--- src/rtl/sys_bus_xbar_pkg.sv ---
// Shared types and helpers for the system-bus crossbar and its timeout counter.
package sys_bus_xbar_pkg;

   typedef enum logic [1:0] {
      ST_IDLE = 2'd0,
      ST_REQ  = 2'd1,
      ST_WAIT = 2'd2,
      ST_RESP = 2'd3
   } state_t;

   localparam int          TMO_W     = 16;
   localparam logic [31:0] ERR_RDATA = 32'h0;

   // sync_hit is the offset match against the synchronised register list;
   // a hit fans the write out to the source slot plus every mask slot.
   function automatic logic [31:0] target_mask(input logic [4:0]  slot,
                                               input logic        sync_hit,
                                               input logic [4:0]  sync_src,
                                               input logic [31:0] sync_mask);
      if (sync_hit) return (32'd1 << sync_src) | sync_mask;
      return 32'd1 << slot;
   endfunction

endpackage

--- src/rtl/sys_bus_tmo_cnt.sv ---
// Loadable down-counter: start loads the limit, clr idles it, expire flags zero while armed.
module sys_bus_tmo_cnt #(
   parameter int W = 16
) (
   input  logic         clk_i,
   input  logic         rst_i,
   input  logic         start_i,
   input  logic         clr_i,
   input  logic [W-1:0] load_i,
   output logic         expire_o
);

   logic [W-1:0] cnt_q;
   logic         active_q;

   // NOTE: sequential state uses non-blocking assignments only, so every flop samples pre-edge values.
   always_ff @(posedge clk_i or posedge rst_i) begin
      if (rst_i) begin
         cnt_q    <= '0;
         active_q <= 1'b0;
      end else if (start_i) begin
         cnt_q    <= load_i;
         active_q <= 1'b1;
      end else if (clr_i) begin
         cnt_q    <= '0;
         active_q <= 1'b0;
      end else if (active_q && cnt_q != '0) begin
         cnt_q    <= cnt_q - 1'b1;
      end
   end

   assign expire_o = active_q && (cnt_q == '0);

endmodule

--- src/rtl/sys_bus_xbar.sv ---
// Registered one-master / SN-slave bus crossbar with ack timeout, unmapped-slot
// error response and broadcast of synchronised register writes.
module sys_bus_xbar
   import sys_bus_xbar_pkg::*;
#(
   parameter int                         SN        = 16,
   parameter int                         SW        = 20,
   parameter int                         TMO       = 255,
   parameter int                         SYNC_SRC  = 0,
   parameter logic [SN-1:0]              SYNC_MASK = '0,
   parameter int                         SYNC_RN   = 6,
   parameter logic [SYNC_RN-1:0][SW-1:0] SYNC_REG  = '1
) (
   input  logic                 clk_i,
   input  logic                 rst_i,
   input  logic [31:0]          m_addr_i,
   input  logic [31:0]          m_wdata_i,
   input  logic                 m_wen_i,
   input  logic                 m_ren_i,
   output logic [31:0]          m_rdata_o,
   output logic                 m_ack_o,
   output logic                 m_err_o,
   output logic [SN-1:0][31:0]  s_addr_o,
   output logic [SN-1:0][31:0]  s_wdata_o,
   output logic [SN-1:0]        s_wen_o,
   output logic [SN-1:0]        s_ren_o,
   input  logic [SN-1:0][31:0]  s_rdata_i,
   input  logic [SN-1:0]        s_ack_i,
   input  logic [SN-1:0]        s_err_i,
   output logic                 tmo_o
);

   localparam int SL = (SN > 1) ? $clog2(SN) : 1;

   state_t          state;
   logic [31:0]     addr_q;
   logic [31:0]     wdata_q;
   logic [SL-1:0]   slot_q;
   logic [SN-1:0]   tgt_q;
   logic [SN-1:0]   pend_q;
   logic            err_q;

   logic            req;
   logic [SL-1:0]   slot;
   logic            mapped;
   logic            sync_hit;
   logic [SN-1:0]   tgt;
   logic [SN-1:0]   pend_nx;
   logic            err_nx;
   logic            tmo_start;
   logic            tmo_exp;

   // NOTE: every always_comb output gets a default before any condition, so no latch is inferred.
   always_comb begin
      req      = m_wen_i | m_ren_i;
      slot     = m_addr_i[SW +: SL];
      mapped   = 32'(slot) < 32'(SN);
      sync_hit = 1'b0;
      if (m_wen_i && 32'(slot) == 32'(SYNC_SRC)) begin
         for (int i = 0; i < SYNC_RN; i++) begin
            if (m_addr_i[SW-1:0] == SYNC_REG[i]) sync_hit = 1'b1;
         end
      end
      tgt       = SN'(target_mask(5'(slot), sync_hit, 5'(SYNC_SRC), 32'(SYNC_MASK)));
      pend_nx   = pend_q & ~s_ack_i;
      err_nx    = err_q | (|(s_err_i & tgt_q));
      tmo_start = (state == ST_IDLE) && req && mapped;
   end

   sys_bus_tmo_cnt #(
      .W(TMO_W)
   ) u_tmo_cnt (
      .clk_i    (clk_i),
      .rst_i    (rst_i),
      .start_i  (tmo_start),
      .clr_i    (state == ST_RESP),
      .load_i   (TMO_W'(TMO)),
      .expire_o (tmo_exp)
   );

   always_ff @(posedge clk_i or posedge rst_i) begin
      if (rst_i) begin
         state     <= ST_IDLE;
         addr_q    <= '0;
         wdata_q   <= '0;
         slot_q    <= '0;
         tgt_q     <= '0;
         pend_q    <= '0;
         err_q     <= 1'b0;
         s_wen_o   <= '0;
         s_ren_o   <= '0;
         m_ack_o   <= 1'b0;
         m_err_o   <= 1'b0;
         m_rdata_o <= '0;
         tmo_o     <= 1'b0;
      end else begin
         s_wen_o <= '0;
         s_ren_o <= '0;
         m_ack_o <= 1'b0;
         m_err_o <= 1'b0;
         tmo_o   <= 1'b0;
         case (state)
            ST_IDLE: begin
               if (req) begin
                  addr_q  <= m_addr_i;
                  wdata_q <= m_wdata_i;
                  slot_q  <= slot;
                  err_q   <= 1'b0;
                  if (!mapped) begin
                     tgt_q  <= '0;
                     pend_q <= '0;
                     state  <= ST_RESP;
                  end else begin
                     tgt_q   <= tgt;
                     pend_q  <= tgt;
                     s_wen_o <= m_wen_i ? tgt : '0;
                     s_ren_o <= m_wen_i ? '0 : tgt;
                     state   <= ST_REQ;
                  end
               end
            end
            ST_REQ, ST_WAIT: begin
               pend_q <= pend_nx;
               err_q  <= err_nx;
               // Completion wins over expiry when the last ack lands on the final cycle.
               if (pend_nx == '0) begin
                  m_ack_o   <= 1'b1;
                  m_err_o   <= err_nx;
                  m_rdata_o <= s_rdata_i[slot_q];
                  state     <= ST_RESP;
               end else if (tmo_exp) begin
                  m_ack_o   <= 1'b1;
                  m_err_o   <= 1'b1;
                  m_rdata_o <= ERR_RDATA;
                  tmo_o     <= 1'b1;
                  state     <= ST_RESP;
               end else begin
                  state <= ST_WAIT;
               end
            end
            ST_RESP: begin
               // Unmapped requests enter here without an ack and spend one cycle producing it.
               if (!m_ack_o) begin
                  m_ack_o   <= 1'b1;
                  m_err_o   <= 1'b1;
                  m_rdata_o <= ERR_RDATA;
               end else begin
                  state <= ST_IDLE;
               end
            end
            default: state <= ST_IDLE;
         endcase
      end
   end

   assign s_addr_o  = {SN{addr_q}};
   assign s_wdata_o = {SN{wdata_q}};

endmodule

--- config.mk ---
export PLATFORM = sky130hd
export DESIGN_NAME = sys_bus_xbar
export DESIGN_NICKNAME = d
export VERILOG_FILES = /design/src/rtl/sys_bus_xbar_pkg.sv /design/src/rtl/sys_bus_tmo_cnt.sv /design/src/rtl/sys_bus_xbar.sv
export SDC_FILE = /design/constraint.sdc
export NUM_CORES = 1
export LEC_CHECK = 0
export ABC_AREA = 1
export CORE_AREA = 4 4 654 656
export CTS_CLUSTER_DIAMETER = 30
export CTS_CLUSTER_SIZE = 16
export DETAILED_ROUTE_END_ITERATION = 16
export DIE_AREA = 0 0 658 660
export HOLD_SLACK_MARGIN = 0.12
export PLACE_DENSITY = 0.31
export SYNTH_ARGS = -nofsm -noshare
export SYNTH_HDL_FRONTEND = slang
export SYNTH_HIERARCHICAL = 1
export SYNTH_SLANG_ARGS = --single-unit
--- constraint.sdc ---
create_clock -name clk_i -period 13.12 [get_ports clk_i]
set_input_delay 2.624 -clock clk_i [delete_from_list [all_inputs] [get_ports clk_i]]
set_output_delay 2.624 -clock clk_i [all_outputs]
set_load 0.02 [all_outputs]
* After elaboration in Yosys (flattened, before gate mapping)
Cells that the tools add are included.
Word-level totals: register bits 187, input port bits 612, output and inout port bits 1091, word-level logic and storage cells 89
Cells by class: add/sub/neg operators 1, $lt $le $gt $ge 1, equal/unequal tests 8, shifts and indexed selects 1, mux-type cells 39, bitwise operators 5, reductions and logical operators 19
Operators with widths (number):
- $mux 16 | 12
- $bmux 32 s4 | 1
- $mux 32 | 4
- $pmux 32 s2 | 1
- $and 16x16->16 | 2
- $logic_not 16->1 | 2
- $pmux 16 s2 | 1
- $eq 20x20->1 const B | 1
- $not 16->16 | 1
- $reduce_bool 16->1 | 1
- $reduce_or 16->1 | 1
- $shl 1x4->16 const A | 1
- $sub 16x1->16 const B | 1
- $mux 1 | 14
- $ne 2x2->1 const B | 3
- $pmux 1 s2 | 3
- $pmux 2 s3 | 1
- $reduce_and 2->1 | 3
- $reduce_bool 2->1 | 3
- $lt 4x5->1 const B | 1
- $eq 2x2->1 const B | 2
- $logic_and 1x1->1 | 4
- $logic_not 4->1 | 1
- $mux 2 | 2
- other kinds (7) | 8

* Logic depth before layout (Yosys ltp)
depth after elaboration 8, gate-level depth with buffers 13, depth with buffers taken out 12

* Cells and area by module
The synthesis kept the hierarchy.
Modules (own cells, without submodules):
- sys_bus_xbar | instances 1, cells each 2879, area an instance 19030.8 µm², seq. area each 4154.0 µm²
- sys_bus_tmo_cnt | instances 1, cells each 197, area an instance 1255.0 µm², seq. area each 425.4 µm²

* Worst setup path after synthesis
No wires, ideal clock.
kind in2reg, start in m_wen_i, end reg u_tmo_cnt.cnt_q[7], setup time 0.065 ns, arrival time 4.063 ns, data required time 13.055 ns, path slack 8.992 ns, cell stages on the path 12, path buffers 3, cell sequence buf_2 nor2_2 nor2_4 clkbuf_1 buf_2 nor2_4 inv_1 nor3_1 nand2_1 nand2_1 nand2_1 nand2_1
Between the ends: word-level cells in the longest chain between the ends 3, elaborated cells on any way between the ends 4, classes of those cells mux: 1; bitwise: 1; reduce/logical: 2
Ends and longest elaborated chain:
- start: declaration | RTL line sys_bus_xbar.sv:18 | input logic m_wen_i,
- $or 1x1->1 * | RTL line sys_bus_xbar.sv:55 | req = m_wen_i | m_ren_i;
- $logic_and 1x1->1 * | RTL line sys_bus_xbar.sv:67 | tmo_start = (state == ST_IDLE) && req && mapped;
- named net tmo_start | RTL line sys_bus_xbar.sv:50 | logic tmo_start;
- $reduce_bool 3->1 (no source line) or $mux 16 (tied branches)
- end signal: assignment | RTL line sys_bus_tmo_cnt.sv:22 | cnt_q <= load_i;
- end signal: assignment | RTL line sys_bus_tmo_cnt.sv:28 | cnt_q <= cnt_q - 1'b1;
- end: declaration | RTL line sys_bus_tmo_cnt.sv:13 | logic [W-1:0] cnt_q;
The timed path passes the listed nets; every way through them passes the cells marked *. A chain may end at the register's enable or synchronous reset.

* Worst setup path after layout
start in m_wen_i, end reg addr_q[7]
Between the ends: word-level cells in the longest chain between the ends 2
Ends and longest elaborated chain:
- $or 1x1->1 | RTL line sys_bus_xbar.sv:55
- $reduce_and 2->1 (no source line)
- end signal: assignment | RTL line sys_bus_xbar.sv:105 | addr_q <= m_addr_i;
- end: declaration | RTL line sys_bus_xbar.sv:36 | logic [31:0] addr_q;
No other way between the ends.

==> results by group <==
Worst hold path
  – Hold Startpoint: m_rdata_o[2]
  – Min-Delay Path Class: flop to flop

Routing
  – Total Routed Length: 197 mm
  – Initial DRC Count: 1,186
  – Routed length per placed instance: 21.0 µm
  – Routed Antenna Nets: 0
  – Vias: between 20,000 and 25,000
  – TritonRoute pass-1 iters: 5
  – Drt drc: 0
  – Vias per cell: ~2.3

Yosys
  – Syn Area/Cell: roughly 6.6 µm²
  – #FFs+latches synth: ~180
  – Cells after synthesis: 3,076
  – Yosys top cell area share: 0.363
  – Mapped cell area: between 20,000 and 25,000 µm²
  – Top cells by area, synth: buf_4 36%, dfrtp_1 23%, nand2_1 19%
  – Library cells used by synthesis: 33
  – Synth Warn #: 6
  – Register area share after synthesis: 0.226
  – Leading area contributor after synthesis: buf_4

Power and ir drop
  – Seq pwr share: 0.159
  – Pint: 4360 µW
  – Switching share of power: 0.579
  – Worst vdd ir: ~150 µV
  – Switching pwr: roughly 6000 µW
  – Combinational fraction of design power: 0.771
  – Clock Power Share: 0.070
  – P_leak: 0.0137 µW
  – P per Cell Area: around 280 nW/µm²

GRT
  – Initial antenna violation count: 77
  – First-pass GRT wire length: 244 mm
  – Gr ovfl total: 0
  – Number of global-route vias before repair: roughly 22,000
  – Largest net degree at the start of global routing: ~150
  – GRT Util Overall: 0.0857

Timing
  – Worst-Margin Slew: 1.28 ns
  – Fmax: ~180 MHz
  – Fin crit share: 0.427
  – Clock skew: around 0.037 ns
  – Slew margin rel.: 0.149
  – Fin Setup TNS: 0 ns
  – Fin. Hold Viols: 0
  – RSZ-0062 raised after global routing: false
  – Crit path time final: ~5.6 ns
  – Setup violators final: 0
  – Slew Limit Fails: 0

Setup path
  – Worst Setup End Kind: flop
  – CP startpoint kind: input pin
  – Arrival @ worst endpoint: roughly 6.0 ns
  – Top delay family on crit path: buffers and inverters
  – Chain of cells forming the critical path: buf_2 -> nor2_2 -> nor2_4 -> buf_4 -> buf_4 -> inv_4 -> buf_4 -> nand2_1 -> nand2_1
  – Slowest stage cell, crit path: buf_4
  – Critical path buffers and inverters: 5
  – Most Frequent Cell on Critical Path: buf_4
  – Reg2reg start: addr_q[20]
  – Worst setup path class: input pin to flop
  – Max incr delay on CP: between 0.6 and 0.7 ns
  – Max FO, Critical Path: 46
  – CP required: 13.55 ns
  – Critical Path Start: m_wen_i

Layout
  – Share of layout cells above drive strength 1: 0.0312
  – Leading cell types in the layout, fill and taps excluded: 1,700 x clkdlybuf4s50_1, 1,010 x nand2_1, 475 x nand3_1
  – Fin util: 0.0886
  – Net count, final: ~4,400
  – Area growth syn-to-layout: 84.3%
  – Commonest non-fill, non-tap cell in the layout: clkdlybuf4s50_1

Floorplanning
  – I/O pins: 1,703
  – Starting density of the core: 0.0480
  – Row cnt: between 200 and 250
  – Chip height: around 660 µm
  – Core footprint: around 420,000 µm²
  – Die footprint: between 400,000 and 500,000 µm²
  – Die Wd: roughly 660 µm

Clock tree
  – Max clock buf depth: 3
  – Post-CTS Setup Inserts: 0
  – Clk root buf: clkbuf_16
  – Clock sink count: ~180
  – Worst-path clk slew: 0.07 ns
  – CTS tree: yes
  – CTS Hold Buffers Added: 0
  – Post-CTS sizing: 0
  – Skew-Pair Late Insertion Delay: about 0.57 ns
  – Num CTS Buffers: 25
  – # H-tree levels: 4

Placement
  – Placer Congestion: approximately 0.77
  – Port buffer count: about 1,700
  – Dpl hpwl: between 150 and 200 mm

Job
  – Max Cap Viol: 0

Status
  – Status: complete, no violations
## state kept, by name (all words and copies together) (netlist names)
signal              cells
state                   2
wdata_q                32
tmo_o                   1
m_ack_o                 1
u_tmo_cnt/active_q      1
pend_q                 16
s_wen_o                16
addr_q                 32
tgt_q                  16
m_rdata_o              32
err_q                   1
m_err_o                 1
u_tmo_cnt/cnt_q        16
s_ren_o                16
## worst paths after layout
check                          endpoint  slack [ns]  depth (start not counted)
min reg2reg                m_rdata_o[2]        0.48                          2
min                        m_rdata_o[2]        0.48                          2
max in group asynchronous      tgt_q[3]        8.71                          4
max reg2reg                m_rdata_o[1]        8.40                         12
min in group asynchronous      state[0]        2.50                          2
max                           addr_q[7]        7.52                          9
## power groups by stage
stage | sequential (µW) | clock (µW) | combinational, µW
CTS | 1720 | 793 | 8300
global placement | 1700 | 0 | 8340
global route | 1740 | 794 | 8540
detailed placement | 1730 | 0 | 8280
finish | 1650 | 721 | 7990
floorplan | 1250 | 0 | 5580
## worst min-delay path, cell delays in order (launching register included)
cell and delay, ns:
dfrtp_1 0.35, nand2_1 0.06, nand2_1 0.05
## cells in the mapped netlist
master	n
nand2_1	1010
buf_4	980
nand3_1	475
dfrtp_1	183
nor2_1	106
buf_2	65
inv_1	60
o21ai_0	32
clkbuf_1	31
buf_6	27
a21oi_1	22
nor3_1	19
inv_2	9
buf_1	7
nand4_1	7
nor2_2	7
o21ai_1	7
ha_1	3
nand2_2	3
nand2_4	3
nor2_4	3
conb_1	2
nand3_2	2
o21bai_1	2
o22a_1	2
or2_2	2
a21oi_2	1
a32oi_1	1
buf_12	1
inv_4	1
nand3b_1	1
o2bb2ai_1	1
o31ai_1	1
## cell type report
type	instances	area (µm²)
diodes	11	27.5
clock buffers	29	671
clock inverters	4	70.1
fillers	49500	385000
inverters	70	293
multi-input cells	1726	7360
flip-flops and latches	183	4610
well taps	5663	7090
repair buffers	1734	17300
## through the flow
| stage | cells | power (µW) | instance area [µm²] | setup WS [ns] | hold slack (ns) |
|---|---|---|---|---|---|
| finish | 9420 | 10400 | 37400 | 7.52 | 0.483 |
| global route | 9410 | 11100 | 37400 | 7.19 | 0.503 |
| CTS | 9409 | 10800 | 37400 | 7.32 | 0.488 |
| detailed placement | 9376 | 10000 | 36600 | 6.67 | 0.469 |
| global placement | 9376 | 10000 | 36600 | 6.72 | 0.466 |
| floorplan | 3090 | 6830 | 20300 | 6.01 | 0.442 |
## per-layer routing
layer | routed length, µm | global-route usage | vias up
li1 | - | - | 10000
met1 | 68300 | 0.0860 | 10600
met2 | 117000 | 0.181 | 938
met3 | 9720 | 0.0165 | 155
met4 | 2480 | 0.0117 | 22
met5 | 149 | 0 | -
## kinds of logic (layout without fill, tap and decap cells)
group           count (synthesis)  after routing  synth area share
other cells                     2             27          0.000370
flops                         183            183             0.226
simple gates                 1638           1638             0.339
fa+ha+maj                       3              3           0.00185
buf+inv                      1181           1837             0.415
compound gates                 69             69            0.0183
No activity file was read; power rests on OpenSTA's default activity.
